$ cat src/rtl/uart_transmitter_fifo.sv
// UART serialiser with configurable framing and a TX FIFO; queued words go out
// back-to-back with no idle gap between frames.
module uart_transmitter_fifo #(
    parameter int CLOCK_FREQ = 33_000_000,
    parameter int BAUD_RATE  = 115_200,
    parameter int DATA_BITS  = 8,
    parameter int PARITY     = 0,
    parameter int STOP_BITS  = 1,
    parameter int FIFO_DEPTH = 8
) (
    input  logic                              clk,
    input  logic                              reset,
    input  logic [DATA_BITS-1:0]              data_in,
    input  logic                              data_in_valid,
    output logic                              data_in_ready,
    output logic                              serial_out,
    output logic                              tx_busy,
    output logic [$clog2(FIFO_DEPTH+1)-1:0]   fifo_count
);
    localparam int SYMBOL_EDGE_TIME = CLOCK_FREQ / BAUD_RATE;
    localparam int BCW = $clog2(SYMBOL_EDGE_TIME);
    localparam int PW  = $clog2(FIFO_DEPTH);
    localparam int CW  = $clog2(FIFO_DEPTH + 1);

    typedef enum logic [2:0] {IDLE, START, DATA, PAR, STOP} state_t;

    state_t                 state, state_next;
    logic [DATA_BITS-1:0]   mem [FIFO_DEPTH];
    logic [PW-1:0]          wr_ptr, rd_ptr;
    logic [DATA_BITS-1:0]   shift_reg;
    logic                   parity_bit;
    logic [BCW-1:0]         baud_cnt;
    logic [3:0]             bit_cnt;
    logic                   sym_edge;
    logic                   push, pop;
    logic                   line;

    assign data_in_ready = !reset && (fifo_count != CW'(FIFO_DEPTH));
    assign push          = data_in_valid && data_in_ready;
    assign sym_edge      = (baud_cnt == BCW'(SYMBOL_EDGE_TIME - 1));
    assign tx_busy       = (state != IDLE) || (fifo_count != '0);

    always_ff @(posedge clk or posedge reset) begin
        if (reset) state <= IDLE;
        else       state <= state_next;
    end

    always_comb begin
        state_next = state;
        pop        = 1'b0;
        line       = 1'b1;
        unique case (state)
            IDLE: begin
                if (fifo_count != '0) begin
                    pop        = 1'b1;
                    state_next = START;
                end
            end
            START: begin
                line = 1'b0;
                if (sym_edge) state_next = DATA;
            end
            DATA: begin
                line = shift_reg[0];
                if (sym_edge && bit_cnt == 4'(DATA_BITS - 1))
                    state_next = (PARITY != 0) ? PAR : STOP;
            end
            PAR: begin
                line = parity_bit;
                if (sym_edge) state_next = STOP;
            end
            STOP: begin
                // last stop edge chains straight into the next frame when words are waiting
                if (sym_edge && bit_cnt == 4'(STOP_BITS - 1)) begin
                    if (fifo_count != '0) begin
                        pop        = 1'b1;
                        state_next = START;
                    end else begin
                        state_next = IDLE;
                    end
                end
            end
            default: state_next = IDLE;
        endcase
    end

    always_ff @(posedge clk) begin
        if (push) mem[wr_ptr] <= data_in;
    end

    always_ff @(posedge clk or posedge reset) begin
        if (reset) begin
            serial_out <= 1'b1;
            baud_cnt   <= '0;
            bit_cnt    <= '0;
            shift_reg  <= '0;
            parity_bit <= 1'b0;
            wr_ptr     <= '0;
            rd_ptr     <= '0;
            fifo_count <= '0;
        end else begin
            serial_out <= line;

            if (state == IDLE || sym_edge) baud_cnt <= '0;
            else                           baud_cnt <= baud_cnt + 1'b1;

            if (sym_edge && (state == DATA || state == STOP))
                bit_cnt <= (state_next != state) ? '0 : bit_cnt + 1'b1;

            if (pop) begin
                shift_reg  <= mem[rd_ptr];
                parity_bit <= (PARITY == 2) ? ~^mem[rd_ptr] : ^mem[rd_ptr];
            end else if (state == DATA && sym_edge) begin
                shift_reg  <= shift_reg >> 1;
            end

            if (push) wr_ptr <= wr_ptr + 1'b1;
            if (pop)  rd_ptr <= rd_ptr + 1'b1;

            if (push && !pop)      fifo_count <= fifo_count + 1'b1;
            else if (pop && !push) fifo_count <= fifo_count - 1'b1;
        end
    end
endmodule

$ cat config.mk
export PLATFORM = sky130hd
export DESIGN_NAME = uart_transmitter_fifo
export DESIGN_NICKNAME = d
export VERILOG_FILES = /design/src/rtl/uart_transmitter_fifo.sv
export SDC_FILE = /design/constraint.sdc
export NUM_CORES = 1
export LEC_CHECK = 0
export BUFFER_PORTS_ARGS = -buffer_cell sky130_fd_sc_hd__buf_2
export CAP_MARGIN = 10
export CORE_MARGIN = 3
export CORE_UTILIZATION = 40
export DETAILED_ROUTE_END_ITERATION = 6
export GPL_ROUTABILITY_DRIVEN = 0
export SYNTH_ARGS = -nofsm -noshare
export SYNTH_HDL_FRONTEND = slang
export SYNTH_SLANG_ARGS = --single-unit
$ cat constraint.sdc
create_clock -name clk -period 9.8 [get_ports clk]
set_clock_uncertainty 0.2 [all_clocks]
set_input_delay 0 -clock clk [delete_from_list [all_inputs] [get_ports clk]]
set_output_delay 0 -clock clk [all_outputs]
set_load 0.1 [all_outputs]
* After elaboration in Yosys (flattened, before gate mapping)
Memory sizes are Yosys's and may differ from the RTL's.
Cells that the tools add are included.
** Word-level totals
- Bits of input ports :: 11
- Memory bits (writable) :: 64
- Output and inout bits :: 7
- Memories kept :: 1
- Register bits :: 36
- Bits in latches :: 0
- Memory bits (read-only) :: 0
** Cells by class
- Shift-type cells :: 0
- Div/mod/pow operators :: 0
- Multipliers :: 0
- $lt $le $gt $ge :: 0
- Bitwise gates (word level) :: 0
- Add/sub/neg operators :: 6
- Equal/unequal tests :: 8
- Reduce and logical (&&, ||, !) cells :: 21
- Multiplexer cells :: 19
** Memories
- mem :: depth 8, width 8, read ports 1, clocked after Yosys merged registers in 0, wr ports 1, line 28 : logic [DATA_BITS-1:0] mem [FIFO_DEPTH];
** Operators with widths (number)
- two-way mux 8 bit :: 2
- two-way mux 3 bit :: 5
- case mux 3 bit (5 select lines) :: 1
- two-way mux 4 bit :: 3
- adder 9 x 1 -> 9 bit (second input constant) :: 1
- equality test 9 bit (second input constant) :: 1
- two-way mux 9 bit :: 1
- adder 4 x 1 -> 4 bit (second input constant) :: 2
- logical AND 1 bit :: 8
- XOR reduction 8 bit :: 1
- adder 3 x 1 -> 3 bit (second input constant) :: 2
- equality test 3 x 2 -> 1 bit (second input constant) :: 2
- two-way mux 1 bit :: 5
- equality test 4 x 3 -> 1 bit (second input constant) :: 1
- logical NOT 4 bit :: 1
- inequality test 4 bit (second input constant) :: 1
- nonzero test 2 bit :: 2
- nonzero test 4 bit :: 1
- subtractor 4 x 1 -> 4 bit (second input constant) :: 1
- equality test 3 x 1 -> 1 bit (second input constant) :: 1
- equality test 3 bit (second input constant) :: 1
- logical NOT 1 bit :: 3
- logical NOT 3 bit :: 1
- logical OR 1 bit :: 3
- other kinds (4) :: 4

* Logic depth before layout (Yosys ltp)
Gate-level depths: netlist (run 1).
- Depth after elaboration :: 7
- Mapped depth :: 15
- Depth with buffers taken out :: 14

* Worst setup path before layout (run 1)
OpenSTA, ideal clock, no wires.
- Kind :: reg-to-reg
- Start :: reg fifo_count[0]
- End :: reg fifo_count[3]
- Library setup time :: 0.162 ns
- Slack :: 5.072 ns
- Data arrival time :: 4.365 ns
- Cell stages (with the launch flop) :: 13
- Required time :: 9.438 ns
- Cells stage by stage :: dfrtp_1 nor3_1 a21oi_1 and2_1 clkbuf_1 ha_1 inv_1 ha_1 a21o_1 a21oi_1 xnor2_1 nor2_1 xor2_1
** On the way
- Elaborated cells between the ends (all ways) :: 16
** RTL lines
- start, declared :: line 18 : output logic [$clog2(FIFO_DEPTH+1)-1:0] fifo_count
- start signal, assigned :: line 120 : if (push && !pop) fifo_count <= fifo_count + 1'b1;
- start signal, assigned :: line 121 : else if (pop && !push) fifo_count <= fifo_count - 1'b1;
- inequality test 4 bit (*) :: line 38 : assign data_in_ready = !reset && (fifo_count != CW'(FIFO_DEPTH));
- logical AND 1 bit (*) :: line 38
- net data_in_ready :: line 15 : output logic data_in_ready,
- logical AND 1 bit (*) :: line 39 : assign push = data_in_valid && data_in_ready;
- net push :: line 35 : logic push, pop;
- logical NOT 1 bit :: line 121
- logical AND 1 bit :: line 121
- nonzero test 2 bit (no line)
The timed path passes the listed nets; every way through them passes the cells marked *. The select of a mux whose other input is x is not followed.
A chain may end at the register's enable or synchronous reset.

* Worst setup path after layout (run 1)
- Start :: reg baud_cnt[5]
- End :: reg fifo_count[3]
** On the way
- Word-level cells in the longest chain between the ends :: 7
- Elaborated cells between the ends (all ways) :: 9
** Ends and longest elaborated chain
- start, declared :: line 32 : logic [BCW-1:0] baud_cnt;
- start signal, assigned :: line 105 : else baud_cnt <= baud_cnt + 1'b1;
- equality test 9 bit (*) :: line 40 : assign sym_edge = (baud_cnt == BCW'(SYMBOL_EDGE_TIME - 1));
- logical AND 1 bit (*) :: line 74 : if (sym_edge && bit_cnt == 4'(STOP_BITS - 1)) begin
- two-way mux 1 bit (*) :: line 74
- case mux 1 bit (2 select lines) (*) :: line 52 : unique case (state)
- logical NOT 1 bit :: line 120
- logical AND 1 bit :: line 120
- two-way mux 4 bit / nonzero test 2 bit (equally long branches)
Every way passes the cells marked *; elsewhere a longest branch is shown, timed or not.

==> impl_metrics.env, run 1 <==
export IMPL_ir_worst_vdd_mv=0.110
export IMPL_ys_seq_elements=100
export IMPL_largest_register_ffs=64
export IMPL_drive_gt1_share_pct=13.7
export IMPL_cts_sinks=100
export IMPL_synth_xor_area_share_pct=4.91
export IMPL_ys_flop_type="edfxtp_1"
export IMPL_wl_mm=7.53
export IMPL_drc_errors=0
export IMPL_synthSimpleGateAreaFrac_pct=9.39
export IMPL_critical_path_max_stage_delay_ns=0.44
export IMPL_post_cts_resized=0
export IMPL_synth_area_um2=4410
export IMPL_synthesis_nets=309
export IMPL_drt_pass1_iter_count=4
export IMPL_clockBufferDepth=2
export IMPL_multi_input_area_um2=1500
export IMPL_coreArea_um2=10500
export IMPL_switchingPower_w=0.000369
export IMPL_cts_root_buf="clkbuf_8"
export IMPL_fillers=933
export IMPL_die_height_um=111
export IMPL_final_seq_area_um2=2820
export IMPL_internal_power_w=0.000715
export IMPL_first_global_vias=2447
export IMPL_critPathSlowestCell="dfrtp_1"
export IMPL_hpwl_mm=4.67
export IMPL_synthCells=288
export IMPL_pwr_share_comb_pct=24.4
export IMPL_synthTopCellsByArea="edfxtp_1 (44%), dfrtp_1 (20%), mux4_1 (9.5%)"
export IMPL_power_density_nw_per_um2=221
export IMPL_pwr_share_clk_pct=23.4
export IMPL_synth_fa_ha_area_share_pct=3.01
export IMPL_grt_pass1_wl_mm=12.4
export IMPL_switching_share_pct=34.0
export IMPL_min_period_ns=3.39
export IMPL_drv_cap=0
export IMPL_rsz0062_at_grt="false"
export IMPL_clk_latency_ns=0.36
export IMPL_hold_class="input port to async pin"
export IMPL_layout_nets=338
export IMPL_worst_r2r_cell_count=13
export IMPL_ios=18
export IMPL_p_total_w=0.00108
export IMPL_fmax_mhz=295
export IMPL_final_hold_viol_count=0
export IMPL_busiest_layer="met2"
export IMPL_cts_max_level=3
export IMPL_syn_avg_cell_area_um2=15.3
export IMPL_antenna_found_initial=0
export IMPL_cts_clk_slew_worst_paths_ns=0.10
export IMPL_worst_setup_path_type="flop to flop"
export IMPL_track_usage_pct=12.9
export IMPL_ys_seq_area_share_pct=64.0
export IMPL_grt_max_degree=37
export IMPL_crit_path_max_fanout=16
export IMPL_worstMarginPinSlew_ns=1.11
export IMPL_initialDrtViolationCount=104
export IMPL_met1_usage_pct=16.1
export IMPL_met3_usage_pct=3.49
export IMPL_syn2layout_area_growth_pct=11.1
export IMPL_yosysTopAreaCell="edfxtp_1"
export IMPL_vias=2363
export IMPL_start_util_pct=42.0
export IMPL_synthArstFlopShare_pct=36.0
export IMPL_post_layout_nonfiller_instances=458
export IMPL_gr_usage_met2_pct=22.1
export IMPL_p_leak_nw=1.83
export IMPL_cts_tree="yes"
export IMPL_grt_overflow_total=0
export IMPL_required_ns=9.85
export IMPL_finalSetupTns_ns=0
export IMPL_die_w_um=111
export IMPL_crit_chain="nor4b_1 > and3_1 > nand2_1 > a21oi_1 > inv_1 > ha_1 > inv_1 > ha_1 > a21o_1 > a21oi_1 > xnor2_1 > nor2_1 > xor2_1"
export IMPL_ys_types=42
export IMPL_slew_headroom_pct=25.4
export IMPL_io_buffers=17
export IMPL_cts_made_buffers=9
export IMPL_postCtsSetupBuffers=0
export IMPL_crit_arrival_ns=3.44
export IMPL_start_kind="flop"
export IMPL_synth_compound_area_share_pct=4.37
export IMPL_crit_path_end_kind="flop"
export IMPL_min_period_over_period_pct=34.6
export IMPL_setup_viol=0
export IMPL_synth_edff_count=64
export IMPL_seq_power_share_pct=52.2
export IMPL_via_per_inst=5.16
export IMPL_synth_top_area_share_pct=43.6
export IMPL_routedWlPerCell_um=16.4
export IMPL_ys_warnings_count=0
export IMPL_drv_slew=0
export IMPL_ant_nets=0
export IMPL_synth_area_mux_share_pct=12.1
export IMPL_outcome="finished, final reports clean"
export IMPL_antennaDiodeCount=0
export IMPL_dieArea_um2=12300
export IMPL_synth_top_family_by_area="multiplexers"
export IMPL_rows=37
export IMPL_whs_ns=0.0962
export IMPL_post_place_cells=432
export IMPL_ctsHoldBuffers=10
cell type report:
| type | count | share of cell area, % |
|---|---|---|
| inverter | 7 | 0.536 |
| timing repair buffer | 28 | 3.93 |
| clock inverter | 7 | 1.33 |
| tap | 136 | 3.47 |
| sequential | 100 | 57.6 |
| multi-input combinational | 171 | 30.6 |
| clock buffer | 9 | 2.53 |
stage by stage:
step / util (%) / setup slack (ns) / instance area (um^2)
2_1_floorplan: - / 5.07 / 4410
3_3_place_gp: 43.9 / 6.50 / 4610
3_5_place_dp: 43.9 / 6.42 / 4610
4_1_cts: 46.6 / 6.40 / 4900
5_1_grt: 46.6 / 6.01 / 4900
6_report: 46.6 / 6.41 / 4900
logic make-up after synthesis:
group                    count (synthesis)
multiplexers                            27
adder cells (fa/ha/maj)                 10
XOR/XNOR                                23
AND/OR/NAND/NOR                         83
flip-flops                             100
buffers and inverters                   17
AO/OA/AOI/OAI                           28
power by group through the flow:
stage	logic [W]	clock network [W]	registers, W
finish	0.000264	0.000253	0.000566
global route	0.000287	0.000280	0.000577
CTS	0.000269	0.000264	0.000567
detailed placement	0.000265	0	0.000576
global placement	0.000262	0	0.000574
floorplan	0.000172	0	0.000615
final timing paths:
| kind | end | from | slack [ns] |
|---|---|---|---|
| setup / recovery | fifo_count[3] | baud_cnt[5] | 6.41 |
| hold / removal | baud_cnt[3] | reset | 0.1 |
| setup reg to reg | fifo_count[3] | baud_cnt[5] | 6.41 |
| hold reg to reg | parity_bit | parity_bit | 0.29 |
| max in group asynchronous | serial_out | reset | 8.94 |
| min in group clk | mem[6][4] | data_in[4] | 0.24 |
worst max-delay path: cells and delay by family (launching register included):
family / cells / cell delay (ns)
xor+xnor: 2 / 0.27
fa+ha+maj: 2 / 0.54
compound gates: 3 / 0.63
flops: 1 / 0.44
simple gates: 4 / 0.77
buf+inv: 2 / 0.42
cell usage after synthesis, types with 5 or more instances:
library cell and instances:
ha_1 9, mux4_1 16, nand2_1 20, xor2_1 7, o21ai_0 9, clkbuf_1 5
dfrtp_1 35, nand2b_1 6, nor2_1 26, a221o_1 6, mux2i_1 8, nand3_1 7
a21oi_1 5, edfxtp_1 64, xnor2_1 14, inv_1 7
metal layers:
metal	part of all wire (%)	wire [um]	up-vias
met1	45	3420	1187
li1	-	-	1143
met4	1.3	101	0
met5	0	0	-
met2	51	3820	26
met3	2.5	186	7
cells in the final DEF (no fill, tap or decap), drive strengths merged, types with 2 or more instances in the layout:
| master | instances |
|---|---|
| a21o | 2 |
| a21oi | 5 |
| a221o | 6 |
| and2 | 3 |
| and3 | 3 |
| buf | 18 |
| clkbuf | 9 |
| dfrtp | 35 |
| dlygate4sd3 | 10 |
| edfxtp | 64 |
| ha | 9 |
| inv | 12 |
| mux2 | 3 |
| mux2i | 8 |
| mux4 | 16 |
| nand2 | 20 |
| nand2b | 6 |
| nand3 | 7 |
| nand3b | 4 |
| nor2 | 26 |
| nor3 | 4 |
| nor3b | 2 |
| o21ai | 10 |
| o31ai | 2 |
| or4 | 2 |
| xnor2 | 16 |
| xor2 | 7 |
Note: power is estimated with default switching activity, not from simulation.
==> inputs of run 2 (changes only) <==
==> constraint.sdc (replaced) <==
create_clock -name clk -period 3.3 [get_ports clk]
set_clock_uncertainty 0.2 [all_clocks]
set_input_delay 0 -clock clk [delete_from_list [all_inputs] [get_ports clk]]
set_output_delay 0 -clock clk [all_outputs]
set_load 0.1 [all_outputs]
==> impl_metrics.env, run 2 (synthesized netlist as in run 1, its figures left out) <==
export IMPL_antennaDiodeCount=0
export IMPL_wl_mm=7.43
export IMPL_p_leak_nw=1.89
export IMPL_clockBufferDepth=2
export IMPL_grt_pass1_wl_mm=12.5
export IMPL_ir_worst_vdd_mv=0.387
export IMPL_layout_nets=350
export IMPL_io_buffers=17
export IMPL_start_kind="flop"
export IMPL_antenna_found_initial=0
export IMPL_ant_nets=0
export IMPL_outcome="finished, final reports clean"
export IMPL_power_density_nw_per_um2=652
export IMPL_first_global_vias=2445
export IMPL_drv_cap=0
export IMPL_layout_commonest_cell="edfxtp_1"
export IMPL_vias=2355
export IMPL_fmax_mhz=332
export IMPL_drv_slew=0
export IMPL_cts_sinks=100
export IMPL_track_usage_pct=12.9
export IMPL_setup_viol=0
export IMPL_start_util_pct=42.0
export IMPL_grt_overflow_total=0
export IMPL_worst_setup_path_type="flop to flop"
export IMPL_final_hold_viol_count=0
export IMPL_slew_headroom_pct=27.3
export IMPL_ios=18
export IMPL_required_ns=3.36
export IMPL_min_period_ns=3.01
export IMPL_initialDrtViolationCount=82
export IMPL_die_w_um=111
export IMPL_drt_pass1_iter_count=4
export IMPL_die_height_um=111
export IMPL_crit_path_end_kind="flop"
export IMPL_drc_errors=0
export IMPL_hpwl_mm=4.71
export IMPL_cts_tree="yes"
export IMPL_dpl_cell_area_um2=4720
export IMPL_cts_clk_slew_worst_paths_ns=0.11
export IMPL_p_total_w=0.00327
export IMPL_min_period_over_period_pct=91.3
export IMPL_rows=37
export IMPL_cts_max_level=3
export IMPL_grt_max_degree=37
export IMPL_via_per_inst=5.01
export IMPL_multi_input_area_um2=1500
export IMPL_r2r_slack_ns=0.29
export IMPL_fin_area_um2=5010
export IMPL_coreArea_um2=10500
export IMPL_dieArea_um2=12300
export IMPL_cts_root_buf="clkbuf_8"
export IMPL_pre_cts_slack_ns=0.332
export IMPL_clk_latency_ns=0.37
export IMPL_crit_path_max_fanout=5
export IMPL_rsz0062_at_grt="false"
export IMPL_crit_arrival_ns=3.08
export IMPL_worstMarginPinSlew_ns=1.08
export IMPL_mostFrequentLayoutCells="edfxtp_1 (64), dfrtp_1 (31), nor2_1 (26)"
export IMPL_fin_util_pct=47.7
export IMPL_routedWlPerCell_um=15.8
export IMPL_cts_made_buffers=9
export IMPL_setup_ws_ns=0.288
export IMPL_largest_register_ffs=64
export IMPL_final_seq_area_um2=2840
export IMPL_fillers=891
export IMPL_finalSetupTns_ns=0
export IMPL_drive_gt1_share_pct=17.7
export IMPL_hold_class="input port to async pin"
export IMPL_syn2layout_area_growth_pct=13.5
==> run 2: cell types whose count changed in the layout (fill, tap and decap cells not counted), moves of 2 or more <==
cell / delta
dfrtp_1: -4
inv_8: -2
dfrtp_4: +3
buf_4: +12
nor3_1: +2
nor3_2: -2
==> run 2: area by class of cell <==
cell class                      count  area share (%)
Clock buffer                        9            2.47
Clock inverter                      7            1.35
Inverter                            7           0.525
Multi-Input combinational cell    171            30.0
Sequential cell                   100            56.6
Tap cell                          136            3.40
Timing Repair Buffer               40            5.65
==> run 2: final timing paths <==
kind                             start             to  depth (start not counted)
setup / recovery           baud_cnt[5]  fifo_count[3]                         13
hold / removal                   reset    baud_cnt[3]                          4
setup reg to reg           baud_cnt[5]  fifo_count[3]                         13
hold reg to reg             parity_bit     parity_bit                          2
max in group asynchronous        reset  fifo_count[1]                          4
min in group clk            data_in[1]      mem[7][1]                          2
==> run 2: layer usage <==
metal | global-route usage [%] | up-vias | routed length [um] | part of all wire (%)
li1 | - | 1163 | - | -
met1 | 16.4 | 1161 | 3480 | 47
met2 | 21.6 | 25 | 3670 | 49
met3 | 3.55 | 6 | 199 | 2.7
met4 | 4.14 | 0 | 78 | 1.1
met5 | 0 | - | 0 | 0
==> run 2: critical path: stages, from the launching register on <==
cell     delay, ns
dfrtp_1       0.45
nor4b_1       0.41
and3_1        0.24
nand2_1       0.09
a21oi_1       0.20
inv_1         0.08
ha_1          0.20
inv_1         0.12
ha_1          0.24
a21o_1        0.18
a21oi_1       0.17
xnor2_1       0.14
nor2_1        0.06
xor2_1        0.14
==> run 2: through the flow <==
stage	hold slack [ns]	std cells
detailed placement	-0.0325	444
global placement	-0.0423	444
CTS	0.102	470
finish	0.0949	470
global route	0.147	470
floorplan	-0.105	288
==> run 2: power by group <==
group | leakage, nW | internal (W) | switching (W)
sequential | 1.02 | 0.00152 | 0.000151
combinational | 0.776 | 0.000334 | 0.000494
clock | 0.0945 | 0.000294 | 0.000469
==> run 2: repair_timing <==
item,in CTS,in global routing
gates resized for setup,0,0
setup endpoints to repair,0,0
hold endpoints to repair,102,0
hold buffers,10,0
setup buffers,0,0
==> inputs of run 3 (changes only) <==
--- a/config.mk
+++ b/config.mk
@@ -5,12 +5,14 @@
 export SDC_FILE = /design/constraint.sdc
 export NUM_CORES = 1
 export LEC_CHECK = 0
+export ABC_AREA = 1
 export BUFFER_PORTS_ARGS = -buffer_cell sky130_fd_sc_hd__buf_2
 export CAP_MARGIN = 10
 export CORE_MARGIN = 3
 export CORE_UTILIZATION = 40
 export DETAILED_ROUTE_END_ITERATION = 6
 export GPL_ROUTABILITY_DRIVEN = 0
+export MAX_ROUTING_LAYER = met4
 export SYNTH_ARGS = -nofsm -noshare
 export SYNTH_HDL_FRONTEND = slang
 export SYNTH_SLANG_ARGS = --single-unit
==> impl_metrics.env, run 3 <==
export IMPL_outcome="finished, final reports clean"
export IMPL_p_leak_nw=2.60
export IMPL_ys_seq_area_share_pct=57.4
export IMPL_ys_flop_type="edfxtp_1"
export IMPL_rsz0062_at_grt="false"
export IMPL_final_hold_viol_count=0
export IMPL_wl_mm=9.49
export IMPL_ios=18
export IMPL_p_total_w=0.00374
export IMPL_start_util_pct=42.0
export IMPL_synthCells=542
export IMPL_die_w_um=117
export IMPL_grt_pass1_wl_mm=16.3
export IMPL_setup_viol=0
export IMPL_crit_chain="inv_1 > ha_1 > inv_1 > nor3_2 > nand4_1 > nand2_1 > nand3_4 > ha_1 > inv_1 > ha_1 > a21o_1 > a21oi_1 > nand2_1 > nand2_1 > nor2_1 > xor2_1"
export IMPL_track_usage_pct=15.8
export IMPL_synth_top_area_share_pct=39.0
export IMPL_min_period_over_period_pct=82.5
export IMPL_ir_worst_vdd_mv=0.386
export IMPL_first_global_vias=3372
export IMPL_ys_warnings_count=0
export IMPL_via_per_inst=4.83
export IMPL_yosysMostFrequentCell="nand2_1"
export IMPL_slew_headroom_pct=50.7
export IMPL_layout_commonest_cell="nand2_1"
export IMPL_vias=3516
export IMPL_critPathSlowestCell="dfrtp_1"
export IMPL_ys_top_cells_by_count="nand2_1 (188), inv_1 (83), edfxtp_1 (64), nand3_1 (55), dfrtp_1 (35)"
export IMPL_cts_max_level=3
export IMPL_required_ns=3.32
export IMPL_finalSetupTns_ns=0
export IMPL_drc_errors=0
export IMPL_hold_class="input port to async pin"
export IMPL_cts_tree="yes"
export IMPL_dieArea_um2=13700
export IMPL_grt_overflow_total=0
export IMPL_worstMarginPinSlew_ns=0.733
export IMPL_synthArstFlopShare_pct=36.0
export IMPL_mostFrequentLayoutCells="nand2_1 (188), inv_1 (83), edfxtp_1 (64)"
export IMPL_post_cts_resized=0
export IMPL_worst_setup_path_type="flop to flop"
export IMPL_start_kind="flop"
export IMPL_power_density_nw_per_um2=671
export IMPL_ys_types=38
export IMPL_crit_path_end_kind="flop"
export IMPL_drt_pass1_iter_count=4
export IMPL_syn2layout_area_growth_pct=13.2
export IMPL_layout_nets=601
export IMPL_io_buffers=17
export IMPL_synth_area_um2=4920
export IMPL_coreArea_um2=11700
export IMPL_initialDrtViolationCount=203
export IMPL_cts_root_buf="clkbuf_16"
export IMPL_antenna_found_initial=0
export IMPL_synthTopCellsByArea="edfxtp_1 (39%), dfrtp_1 (18%), nand2_1 (14%)"
export IMPL_postCtsSetupBuffers=0
export IMPL_synthesis_nets=563
export IMPL_fmax_mhz=367
export IMPL_antennaDiodeCount=0
export IMPL_dpl_cell_area_um2=5190
export IMPL_crit_path_max_fanout=3
export IMPL_routedWlPerCell_um=13.0
export IMPL_critical_path_max_stage_delay_ns=0.39
export IMPL_synth_edff_count=64
export IMPL_ctsHoldBuffers=10
export IMPL_hpwl_mm=6.56
export IMPL_clockBufferDepth=2
export IMPL_drive_gt1_share_pct=11.6
export IMPL_drv_cap=0
export IMPL_ys_seq_elements=100
export IMPL_cts_sinks=100
export IMPL_cts_clk_slew_worst_paths_ns=0.07
export IMPL_largest_register_ffs=64
export IMPL_fin_area_um2=5570
export IMPL_clk_latency_ns=0.34
export IMPL_syn_avg_cell_area_um2=9.08
export IMPL_min_period_ns=2.72
export IMPL_grt_max_degree=37
export IMPL_die_height_um=117
export IMPL_crit_arrival_ns=2.74
export IMPL_ant_nets=0
export IMPL_whs_ns=0.137
export IMPL_cts_made_buffers=9
export IMPL_rows=39
export IMPL_drv_slew=0
export IMPL_yosysTopAreaCell="edfxtp_1"
run 3: stage by stage:
stage / instances / util [%] / setup slack, ns
3_5_place_dp: 702 / 44.3 / 0.559
2_1_floorplan: 542 / - / 0.0130
3_3_place_gp: 702 / 44.3 / 0.616
4_1_cts: 728 / 47.6 / 0.551
6_report: 728 / 47.6 / 0.578
5_1_grt: 728 / 47.6 / 0.322
run 3: layer usage:
layer / share of wire, % / up-vias / global-route usage (%)
met5: 0 / - / -
met4: 1.3 / 0 / 4.82
met3: 3.3 / 14 / 3.50
met2: 49 / 39 / 25.7
met1: 46 / 1647 / 19.9
li1: - / 1816 / -
run 3: kinds of logic (layout without fill, tap and decap cells):
group           Yosys count  after routing  synth area share [%]
compound gates           32             32                  4.27
xor+xnor                  8              8                  1.42
fa+ha+maj                10             10                  2.69
buf+inv                 102            145                  9.30
flops                   100            100                  57.4
simple gates            290            290                  24.9
run 3: cell type report:
cell class                      instances  area, um^2
Fill cell                            1111        6140
Sequential cell                       100        2830
Multi-Input combinational cell        340        1660
Inverter                               88         334
Timing Repair Buffer                   41         290
Clock buffer                           10         229
Tap cell                              143         179
Clock inverter                          6        53.8
run 3: worst paths after layout:
kind | from | endpoint | slack [ns] | cells past startpoint
min reg2reg | parity_bit | parity_bit | 0.30 | 2
max reg2reg | baud_cnt[1] | fifo_count[3] | 0.58 | 16
max in group asynchronous | reset | serial_out | 2.41 | 4
max | baud_cnt[1] | fifo_count[3] | 0.58 | 16
min | reset | wr_ptr[0] | 0.14 | 4
min in group clk | data_in[4] | mem[2][4] | 0.27 | 2
run 3: critical path: cells and delay by family (launching register included):
family / cells / cell delay (ns)
AOI/OAI and AO/OA: 2 / 0.34
adders and majority gates: 3 / 0.60
xor gates and xnor gates: 1 / 0.13
and+or+nand+nor: 7 / 0.71
buffers and inverters: 3 / 0.23
DFF: 1 / 0.39
run 3: power breakdown:
group          switching (W)  internal (W)
Clock               0.000468      0.000526
Combinational       0.000765      0.000331
Sequential          0.000126       0.00152
Total                0.00136       0.00238
